**src/rtl/mastermind_round_ctrl.sv**
```systemverilog
`default_nettype none
// ============================================================================
// Module  : mastermind_round_ctrl
// Brief   : Scores one 4-peg Mastermind guess, holds the result, then advances
//           the row counter or ends the game.
// Revision: 1.0 - initial release
// ============================================================================
module mastermind_round_ctrl #(
  parameter int unsigned START_ROW   = 7,
  parameter int unsigned NUM_COLOURS = 6,
  parameter int unsigned HOLD_CYCLES = 25000000
) (
  input  logic       clock,
  input  logic       reset,
  input  logic       iSubmit,
  input  logic [2:0] iGuess0,
  input  logic [2:0] iGuess1,
  input  logic [2:0] iGuess2,
  input  logic [2:0] iGuess3,
  input  logic [2:0] iSolution0,
  input  logic [2:0] iSolution1,
  input  logic [2:0] iSolution2,
  input  logic [2:0] iSolution3,
  output logic       oReady,
  output logic       oBusy,
  output logic [2:0] oBlackPegs,
  output logic [2:0] oWhitePegs,
  output logic       oResultValid,
  output logic       oClearGuess,
  output logic [2:0] oRow,
  output logic       oWin,
  output logic       oLose
);

  localparam int unsigned HOLD_W = (HOLD_CYCLES > 1) ? $clog2(HOLD_CYCLES) : 1;
  localparam logic [HOLD_W-1:0] HOLD_LAST =
      HOLD_W'((HOLD_CYCLES > 0) ? HOLD_CYCLES - 1 : 0);
  localparam logic [2:0] LAST_COLOUR = 3'(NUM_COLOURS);

  typedef enum logic [2:0] {
    S_IDLE    = 3'd0,
    S_BLACK   = 3'd1,
    S_WHITE   = 3'd2,
    S_SUM     = 3'd3,
    S_HOLD    = 3'd4,
    S_ADVANCE = 3'd5,
    S_WON     = 3'd6,
    S_LOST    = 3'd7
  } state_t;

  state_t            state_q;
  logic [3:0][2:0]   guess_q;
  logic [3:0][2:0]   sol_q;
  logic [2:0]        black_q;
  logic [2:0]        total_q;
  logic [2:0]        step_q;
  logic [HOLD_W-1:0] hold_q;
  logic [2:0]        row_q;
  logic [2:0]        black_pegs_q;
  logic [2:0]        white_pegs_q;
  logic              result_valid_q;
  logic              clear_guess_q;

  logic [3:0][2:0]   guess_in;
  logic [3:0][2:0]   sol_in;
  logic              accept;
  logic [2:0]        guess_cnt;
  logic [2:0]        sol_cnt;
  logic [2:0]        black_d;
  logic [2:0]        total_d;

  function automatic logic [2:0] count_colour(input logic [3:0][2:0] pegs,
                                              input logic [2:0]      colour);
    logic [2:0] n;
    n = 3'd0;
    for (int k = 0; k < 4; k++) begin
      n = n + {2'b00, pegs[k] == colour};
    end
    return n;
  endfunction

  assign guess_in = {iGuess3, iGuess2, iGuess1, iGuess0};
  assign sol_in   = {iSolution3, iSolution2, iSolution1, iSolution0};
  assign accept   = iSubmit && (iGuess0 != 3'd0) && (iGuess1 != 3'd0) &&
                    (iGuess2 != 3'd0) && (iGuess3 != 3'd0);

  // In BLACK step_q is the column index; in WHITE it is the colour under test.
  assign black_d   = black_q + {2'b00, guess_q[step_q[1:0]] == sol_q[step_q[1:0]]};
  assign guess_cnt = count_colour(guess_q, step_q);
  assign sol_cnt   = count_colour(sol_q, step_q);
  assign total_d   = total_q + ((guess_cnt < sol_cnt) ? guess_cnt : sol_cnt);

  always_ff @(posedge clock or negedge reset) begin
    if (!reset) begin
      state_q        <= S_IDLE;
      guess_q        <= '0;
      sol_q          <= '0;
      black_q        <= 3'd0;
      total_q        <= 3'd0;
      step_q         <= 3'd0;
      hold_q         <= '0;
      row_q          <= 3'(START_ROW);
      black_pegs_q   <= 3'd0;
      white_pegs_q   <= 3'd0;
      result_valid_q <= 1'b0;
      clear_guess_q  <= 1'b0;
    end else begin
      result_valid_q <= 1'b0;
      clear_guess_q  <= 1'b0;
      unique case (state_q)
        S_IDLE: begin
          if (accept) begin
            guess_q      <= guess_in;
            sol_q        <= sol_in;
            black_q      <= 3'd0;
            total_q      <= 3'd0;
            step_q       <= 3'd0;
            black_pegs_q <= 3'd0;
            white_pegs_q <= 3'd0;
            state_q      <= S_BLACK;
          end
        end
        S_BLACK: begin
          black_q <= black_d;
          if (step_q == 3'd3) begin
            step_q  <= 3'd1;
            state_q <= S_WHITE;
          end else begin
            step_q <= step_q + 3'd1;
          end
        end
        S_WHITE: begin
          total_q <= total_d;
          if (step_q == LAST_COLOUR) begin
            state_q <= S_SUM;
          end else begin
            step_q <= step_q + 3'd1;
          end
        end
        S_SUM: begin
          black_pegs_q   <= black_q;
          white_pegs_q   <= total_q - black_q;
          result_valid_q <= 1'b1;
          hold_q         <= '0;
          state_q        <= S_HOLD;
        end
        S_HOLD: begin
          if (hold_q == HOLD_LAST) begin
            state_q <= S_ADVANCE;
          end else begin
            hold_q <= hold_q + 1'b1;
          end
        end
        S_ADVANCE: begin
          if (black_q == 3'd4) begin
            state_q <= S_WON;
          end else if (row_q == 3'd0) begin
            state_q <= S_LOST;
          end else begin
            row_q         <= row_q - 3'd1;
            clear_guess_q <= 1'b1;
            state_q       <= S_IDLE;
          end
        end
        S_WON:   state_q <= S_WON;
        S_LOST:  state_q <= S_LOST;
        default: state_q <= S_IDLE;
      endcase
    end
  end

  assign oReady       = (state_q == S_IDLE);
  assign oBusy        = (state_q == S_BLACK) || (state_q == S_WHITE) ||
                        (state_q == S_SUM)   || (state_q == S_HOLD);
  assign oWin         = (state_q == S_WON);
  assign oLose        = (state_q == S_LOST);
  assign oBlackPegs   = black_pegs_q;
  assign oWhitePegs   = white_pegs_q;
  assign oResultValid = result_valid_q;
  assign oClearGuess  = clear_guess_q;
  assign oRow         = row_q;

endmodule
`default_nettype wire

```
**config.mk**
```make
export PLATFORM = sky130hd
export DESIGN_NAME = mastermind_round_ctrl
export DESIGN_NICKNAME = d
export VERILOG_FILES = /design/src/rtl/mastermind_round_ctrl.sv
export SDC_FILE = /design/constraint.sdc
export NUM_CORES = 1
export LEC_CHECK = 0
export ABC_AREA = 1
export CORE_MARGIN = 2
export CORE_UTILIZATION = 58
export DETAILED_ROUTE_END_ITERATION = 10
export PLACE_DENSITY_LB_ADDON = 0.08
export SLEW_MARGIN = 20
export SYNTH_ARGS = -nofsm -noshare
export SYNTH_HDL_FRONTEND = slang
export SYNTH_SLANG_ARGS = --single-unit
```
**constraint.sdc**
```tcl
create_clock -name clock -period 4.6 [get_ports clock]
set_clock_uncertainty 0.05 [all_clocks]
set_input_delay 0.92 -clock clock [delete_from_list [all_inputs] [get_ports clock]]
set_output_delay 0.92 -clock clock [all_outputs]
set_load 0.02 [all_outputs]
```
# ---- After elaboration in Yosys (flattened, before gate mapping)
# Cells that the tools add are included.
dict set report classes {
  n_eq_ne 26
  n_lt_le_gt_ge 2
  bitwise 2
  n_mux 26
  addsub 12
  reduce_logical 26
}
# cell count
set op_table {}
lappend op_table {{$pmux 25 s2} 1}
lappend op_table {{$mux 3} 12}
lappend op_table {{$eq 3x3->1} 9}
lappend op_table {{$add 25x1->25 const B} 1}
lappend op_table {{$eq 25x25->1 const B} 1}
lappend op_table {{$mux 25} 1}
lappend op_table {{$pmux 3 s2} 4}
lappend op_table {{$pmux 3 s8} 1}
lappend op_table {{$eq 3x3->1 const B} 6}
lappend op_table {{$reduce_bool 3->1} 5}
lappend op_table {{$bmux 3 s2} 2}
lappend op_table {{$ne 2x2->1 const B} 5}
lappend op_table {{$reduce_and 2->1} 5}
lappend op_table {{$add 3x1->3} 3}
lappend op_table {{$eq 3x2->1 const B} 3}
lappend op_table {{$pmux 3 s3} 1}
lappend op_table {{$reduce_bool 2->1} 4}
lappend op_table {{$add 2x1->3} 2}
lappend op_table {{$logic_not 3->1} 2}
lappend op_table {{$reduce_and 3->1} 2}
lappend op_table {{$add 1x1->2} 2}
lappend op_table {{$logic_and 1x1->1} 4}
lappend op_table {{$mux 1} 4}
lappend op_table {{$reduce_and 4->1} 1}
lappend op_table {{other kinds (10)} 13}
dict set report word_totals {
  reg_bits 72
  in_bits 27
  output_inout_bits 15
  word_cells 112
}

# ---- Longest topological paths before layout
# Gate-level depths: netlist of the first run.
dict set report depth {
  depth_word 8
  ltp_mapped 21
  mapped_depth_nobuf 20
}

# ---- Worst setup path before layout of the first run
# No wires, ideal clock.
dict set report synth_path {
  kind {reg2reg}
  startpoint {register step_q[1]}
  endpoint {register total_q[2]}
  setup_ns 0.123
  t_arrival_ns 3.622
  setup_slack_ns 0.805
  path_stages_with_launch 19
  n_path_buf 2
  required_time_ns 4.427
  synth_period_minus_slack_ns 3.795
  cell_sequence {dfrtp_1 -> buf_2 -> buf_2 -> xor2_1 -> nor3_1 -> fa_1 -> ha_1 -> ha_1 -> ha_1 -> a21oi_1 -> nand2_1 -> nor2_1 -> a21oi_1 -> ha_1 -> fa_1 -> xnor2_1 -> a21oi_1 -> o21ai_0 -> nand2_1}
}
dict set report synth_via {
  elab_chain_cells 8
  word_cells_on_any_way 18
  classes_between {add/sub (7); order compare (1); eq/ne (8); mux (2)}
}
# item line
set synth_rtl {}
lappend synth_rtl {{start: declaration} 56} ;# logic [2:0] step_q;
lappend synth_rtl {{start signal: assignment} 129} ;# step_q <= step_q + 3'd1;
lappend synth_rtl {{start signal: assignment} 137} ;# step_q <= step_q + 3'd1;
lappend synth_rtl {{$eq 3x3->1} 77} ;# n = n + {2'b00, pegs[k] == colour};
lappend synth_rtl {{$add 1x1->2} 77}
lappend synth_rtl {{$add 2x1->3} 77}
lappend synth_rtl {{$add 3x1->3} 77}
lappend synth_rtl {{$lt 3x3->1} 91} ;# assign total_d = total_q + ((guess_cnt < sol_cnt) ? guess_cnt : sol_cnt);
lappend synth_rtl {{$mux 3 (*)} 91}
lappend synth_rtl {{$add 3x3->3 (*)} 91}
lappend synth_rtl {{$pmux 3 s2 (*)} 110} ;# unique case (state_q)
lappend synth_rtl {{end signal: assignment} 133} ;# total_q <= total_d;
lappend synth_rtl {{end: declaration} 55} ;# logic [2:0] total_q;
# Every way passes the cells marked *; elsewhere a longest branch is shown, timed or not.
# A chain may end at the register's enable or synchronous reset.

# ---- Worst setup path after layout of the first run
# Ends and elaborated chain as after synthesis.

==> impl_metrics.tcl, run 1 <==
set metrics [dict create \
    synth_area_um2 4610 \
    worstPathArrival_ns 4.37 \
    routed_via_density 5.45 \
    hp-class "in -> async" \
    ys_async_sr_fraction_pct 100 \
    yosys.area.top_type "dfrtp_1" \
    core_area_um2 7730 \
    cts_tree "yes" \
    dp.cells 767 \
    worst-path-buf-inv 3 \
    clock_path_buffers 2 \
    htree_levels 3 \
    antenna_found_initial 0 \
    dp_hpwl_um 7940 \
    grt_pass1_vias 4273 \
    fin_crit_sh_pct 90.8 \
    synth_edf_count 0 \
    min_period_ns 4.18 \
    dr.pass1.iters 5 \
    yosys_warnings 0 \
    ant_nets 0 \
    crit_path_frequent_cell "ha_1" \
    cp_cell_sequence "clkinv_1 -> nand2_1 -> o2111ai_1 -> fa_1 -> inv_1 -> ha_1 -> ha_1 -> inv_1 -> ha_1 -> a21oi_1 -> nand2_1 -> nor2_1 -> a21oi_1 -> ha_1 -> fa_1 -> xnor2_1 -> a21oi_1 -> o21ai_0 -> nand2_1" \
    worst_slew_pin_slew_ns 0.995 \
    final_cells 783 \
    drc 0 \
    area_growth_pct 15.3 \
    finalNetCount 724 \
    start_util_pct 59.7 \
    status "completed" \
    rows 32 \
    syn_avg_cell_area_um2 7.23 \
    cts_hold_buf 0 \
    clkTransAtPathRegs_ns 0.08 \
    drive_above_1_share_pct 5.87 \
    placed_area_um2 5080 \
    synthCells 638 \
    synth_seq_cells 72 \
    final_area_um2 5320 \
    slowest_delay_ns 0.76 \
    post_cts_resized 0 \
    ys_top_cells_by_count "nand2_1, inv_1, dfrtp_1" \
    wl_um 10900 \
    ys_types 35 \
    slew_headroom_pct 33.6 \
    syn_nets 686 \
    whs_ns 0.372 \
    grtUsageTotal_pct 27.6 \
    grt-ovfl-total 0 \
    yosysMostFrequentCell "nand2_1" \
    cts.sinks 72 \
    cts_buffers 9 \
    detail_route.wl_per_cell_um 13.9 \
    timing.fmax_ghz 0.239 \
    yosysSeqAreaShare_pct 39.2 \
    setup_slack_ns 0.423 \
    synth_top_area_share_pct 37.4 \
    crit_slowest_cell "dfrtp_1" \
    dieHeight_um 93.2 \
    pin_count 42 \
    grt_max_degree 62 \
    setup_viol 0 \
    cts_root_buffer "clkbuf_8" \
    reg2reg_slack_ns 0.42 \
    slew_viol_final 0 \
    grt_pass1_wl_um 18900 \
    port_buffers 41 \
    nFillCells 666 \
    p_per_area_nw_per_um2 236 \
    finalSetupTns_ns 0 \
    cp_max_fo 19 \
    required_ns 4.80 \
    gp_congestion 0.888 \
    diodes 0 \
    worstSetupStartpointType "flip-flop" \
    critPathCaptureType "flip-flop" \
    p_leak_uw 0.00256 \
    rsz0062_at_grt "no" \
    timing_worst_setup_path_type "reg -> reg" \
    cap_violations 0 \
    ys.flop_type "dfrtp_1" \
    synthTopCellsByArea "dfrtp_1, nand2_1, nand3_1" \
    crit_family "adder cells" \
    postCtsSetupBuffers 0 \
    hold_viol_final 0 \
    ir_drop_mv 0.193 \
    die_w_um 93.2 \
    clk_latency_ns 0.36 \
    die_area_um2 8680 \
    vias 4271 \
    pre_cts_ws_ns 0.512 \
    first_iter_violations 250 \
]
==> cell type report <==
type,count,area [um^2],share of cell area [%]
inverter,81,304,5.72
timing repair buffer,44,428,8.05
sequential,72,1810,34.0
multi-input combinational,468,2420,45.5
clock inverter,4,76.3,1.44
clock buffer,12,155,2.92
tap,102,128,2.40
==> worst paths after layout <==
path	cells past startpoint	from	end
setup / recovery	19	step_q[1]	total_q[2]
hold / removal	1	reset	hold_q[24]
setup reg to reg	19	step_q[1]	total_q[2]
hold reg to reg	2	oRow[1]	oRow[1]
max in group asynchronous	2	reset	step_q[1]
min in group clock	2	oRow[1]	oRow[1]
==> cells in the final DEF (no fill, tap or decap) <==
master,Yosys,layout
o21bai_1,3,3
nand3_1,66,66
buf_2,6,1
ha_1,17,17
o21ai_2,3,3
nor2_4,2,2
o2111ai_1,1,1
nor3_1,7,7
nor2_1,59,59
clkbuf_1,9,1
nand3_2,1,1
clkbuf_8,0,11
clkinvlp_4,0,1
clkinv_1,1,1
nor2_2,3,3
xor2_1,16,16
nand2_1,182,182
or2_2,3,3
fa_1,4,4
xnor2_1,9,9
nand2_2,2,2
a21oi_1,14,14
clkdlybuf4s50_1,0,40
o22ai_1,1,1
o211ai_1,2,2
nand2_4,2,2
nand4_1,17,17
o21ai_1,1,1
dfstp_2,3,3
bufinv_16,0,2
dfrtp_1,69,69
clkinv_4,0,1
a2111oi_0,1,1
inv_1,78,78
nor4_1,1,1
buf_4,1,3
inv_2,2,2
a31oi_1,1,1
o21ai_0,50,50
==> per-layer routing <==
| layer | share of wire [%] | GRT usage, % | vias up |
|---|---|---|---|
| li1 | - | - | 2121 |
| met1 | 42 | 32.8 | 1994 |
| met2 | 52 | 49.7 | 139 |
| met3 | 5.1 | 5.24 | 17 |
| met4 | 1.7 | 9.80 | 0 |
| met5 | 0 | 0 | - |
==> report_power, final <==
group	internal [uW]	leakage (uW)	switching (uW)
Clock	336	0.000113	247
Combinational	21.4	0.00153	19.4
Sequential	633	0.000918	0
==> worst register-to-register path, cell delays in order (launching register included) <==
cell       delay (ns)
dfrtp_1          0.76
clkinv_1         0.26
nand2_1          0.11
o2111ai_1        0.13
fa_1             0.51
inv_1            0.04
ha_1             0.19
ha_1             0.20
inv_1            0.06
ha_1             0.23
a21oi_1          0.23
nand2_1          0.14
nor2_1           0.10
a21oi_1          0.05
ha_1             0.19
fa_1             0.39
xnor2_1          0.20
a21oi_1          0.09
o21ai_0          0.08
nand2_1          0.06
==> metrics by stage <==
stage	total power (uW)	util, %
floorplan	651	-
detailed placement	687	65.8
CTS	1270	68.8
finish	1260	68.8
global route	1300	68.8
global placement	686	65.8
==> cells by family (layout without fill, tap and decap cells) <==
kind of cell	Yosys count	after routing	synth area share (%)
DFF	72	72	39.2
buffers and inverters	98	141	8.39
and+or+nand+nor	345	345	32.3
adders and majority gates	21	21	6.35
AOI/OAI and AO/OA	77	77	9.09
xor gates and xnor gates	25	25	4.75
==> state kept, by name, indices dropped and copies added (netlist names) <==
signal,flops
guess_q,12
hold_q,25
sol_q,12
black_q,3
oResultValid,1
step_q,3
oWhitePegs,3
total_q,3
oClearGuess,1
oBlackPegs,3
state_q,3
oRow,3
Note: power is estimated with default switching activity, not from simulation.
==> inputs of run 2 (changes only) <==
--- a/config.mk
+++ b/config.mk
@@ -10,6 +10,7 @@
 export CORE_UTILIZATION = 58
 export DETAILED_ROUTE_END_ITERATION = 10
 export PLACE_DENSITY_LB_ADDON = 0.08
+export SETUP_SLACK_MARGIN = 0.2
 export SLEW_MARGIN = 20
 export SYNTH_ARGS = -nofsm -noshare
 export SYNTH_HDL_FRONTEND = slang
==> run 2 against run 1 <==
Total power unchanged. Sequential power about the same. Hold slack unchanged. Critical path depth unchanged. Largest power group unchanged. Sequential share of layout area about the same. Clock power about the same. Flip-flop and latch count unchanged. Global-route usage unchanged.
==> impl_metrics.tcl, run 2 (same netlist as run 1, synthesis figures left out) <==
set metrics [dict create \
    cts_root_buffer "clkbuf_8" \
    pin_count 42 \
    p_comb_share_pct 3.2 \
    final_common_cell "nand2_1" \
    slew_viol_final 0 \
    wl_um 10900 \
    cts.sinks 72 \
    top_register "hold_q" \
    cts_tree "yes" \
    grt_pass1_wl_um 18900 \
    area_growth_pct 15.3 \
    met1_usage_pct 32.8 \
    critPathCaptureType "flip-flop" \
    hold_viol_final 0 \
    detail_route.wl_per_cell_um 13.9 \
    routed_via_density 5.45 \
    layout_common_cells "nand2_1, inv_1, dfrtp_1, nand3_1, nor2_1" \
    drc 0 \
    dr.pass1.iters 5 \
    finalNetCount 724 \
    ff_latch_area_um2 1810 \
    postCtsSetupBuffers 0 \
    port_buffers 41 \
    largest_registers "hold_q x25, guess_q x12, sol_q x12" \
    fin_crit_sh_pct 86.8 \
    post_cts_resized 0 \
    worst_slew_pin_slew_ns 0.995 \
    cp-startpoint "step_q[1]" \
    diodes 0 \
    core_area_um2 7730 \
    multi_input_area_um2 2420 \
    p_per_area_nw_per_um2 236 \
    use_met3_pct 5.24 \
    status "completed" \
    largest_reg_flops 25 \
    r2r_end "total_q[2]" \
    clk_latency_ns 0.36 \
    whs_ns 0.372 \
    reg2reg_depth 19 \
    switching_share_pct 21.2 \
    clockPowerShare_pct 46.4 \
    grt_pass1_vias 4273 \
    worstPathArrival_ns 4.19 \
    clkTransAtPathRegs_ns 0.08 \
    nFillCells 665 \
    grt-ovfl-total 0 \
    worstSetupStartpointType "flip-flop" \
    rows 32 \
    min_period_ns 3.99 \
    die_w_um 93.2 \
    reg2reg_slack_ns 0.61 \
    drive_above_1_share_pct 6.02 \
    ant_nets 0 \
    slew_headroom_pct 33.6 \
    p_int_uw 990 \
    cap_violations 0 \
    finalSetupTns_ns 0 \
    top_usage_layer "met2" \
    grt_max_degree 62 \
    vias 4271 \
    dieHeight_um 93.2 \
    cp_max_fo 19 \
    timing.fmax_ghz 0.250 \
    antenna_found_initial 0 \
    gp_congestion 0.888 \
    first_iter_violations 250 \
    htree_levels 3 \
    r2r-start "step_q[1]" \
    rsz0062_at_grt "no" \
    p_leak_uw 0.00256 \
    ir_drop_mv 0.193 \
    setup_viol 0 \
    sequentialPowerShare_pct 50.3 \
    start_util_pct 59.7 \
    use_met2_pct 49.7 \
    cts_buffers 9 \
    dp_hpwl_um 7940 \
    timing_worst_setup_path_type "reg -> reg" \
    required_ns 4.80 \
    p_switching_uw 267 \
    die_area_um2 8680 \
    grtUsageTotal_pct 27.6 \
    cts_hold_buf 0 \
    clock_path_buffers 2 \
    hp-class "in -> async" \
]
## run 2: worst max-delay path: stages (launching register included)
cell,delay [ns]
dfrtp_2,0.55
or2_2,0.36
nand2_1,0.07
nand3_1,0.10
fa_1,0.52
inv_1,0.04
ha_1,0.19
ha_1,0.19
inv_1,0.06
ha_1,0.23
a21oi_1,0.23
nand2_1,0.14
nor2_1,0.10
a21oi_1,0.05
ha_1,0.19
fa_1,0.39
xnor2_1,0.20
a21oi_1,0.09
o21ai_0,0.08
nand2_1,0.06
## run 2: stage by stage
stage	power, uW	worst slack, ns	util [%]	std cells	instance area, um^2
6_report	1260	0.605	68.8	783	5320
5_1_grt	1300	0.295	68.8	783	5320
4_1_cts	1270	0.498	68.8	783	5320
3_5_place_dp	687	0.512	65.8	767	5080
3_3_place_gp	686	0.664	65.8	767	5080
2_1_floorplan	651	0.805	-	638	4610
## run 2: layout make-up
type                       instances  area share (%)
clock buffer                      12            2.92
clock inverter                     4            1.44
inverter                          81            5.72
multi-input combinational        468            45.5
sequential                        72            34.0
tap                              102            2.40
timing repair buffer              44            8.05
## run 2: worst max path at each step
stage / to / slack (ns)
floorplan: total_q[2] / 0.81
global placement: total_q[2] / 0.66
detailed placement: total_q[2] / 0.51
CTS: total_q[2] / 0.50
global route: total_q[2] / 0.29
finish: total_q[2] / 0.61
## run 2: power by group through the flow
stage	clock, uW	sequential (uW)	combinational (uW)
after global routing	619	632	47.5
after detailed placement	0	645	42.2
final	583	633	40.8
after CTS	592	632	42.2
after floorplan	0	645	5.89
after global placement	0	645	41.4
## run 2: per-layer routing
| layer | up-vias | part of all wire [%] |
|---|---|---|
| met5 | - | 0 |
| met4 | 0 | 1.7 |
| met3 | 17 | 5.1 |
| met2 | 139 | 52 |
| met1 | 1994 | 42 |
| li1 | 2121 | - |
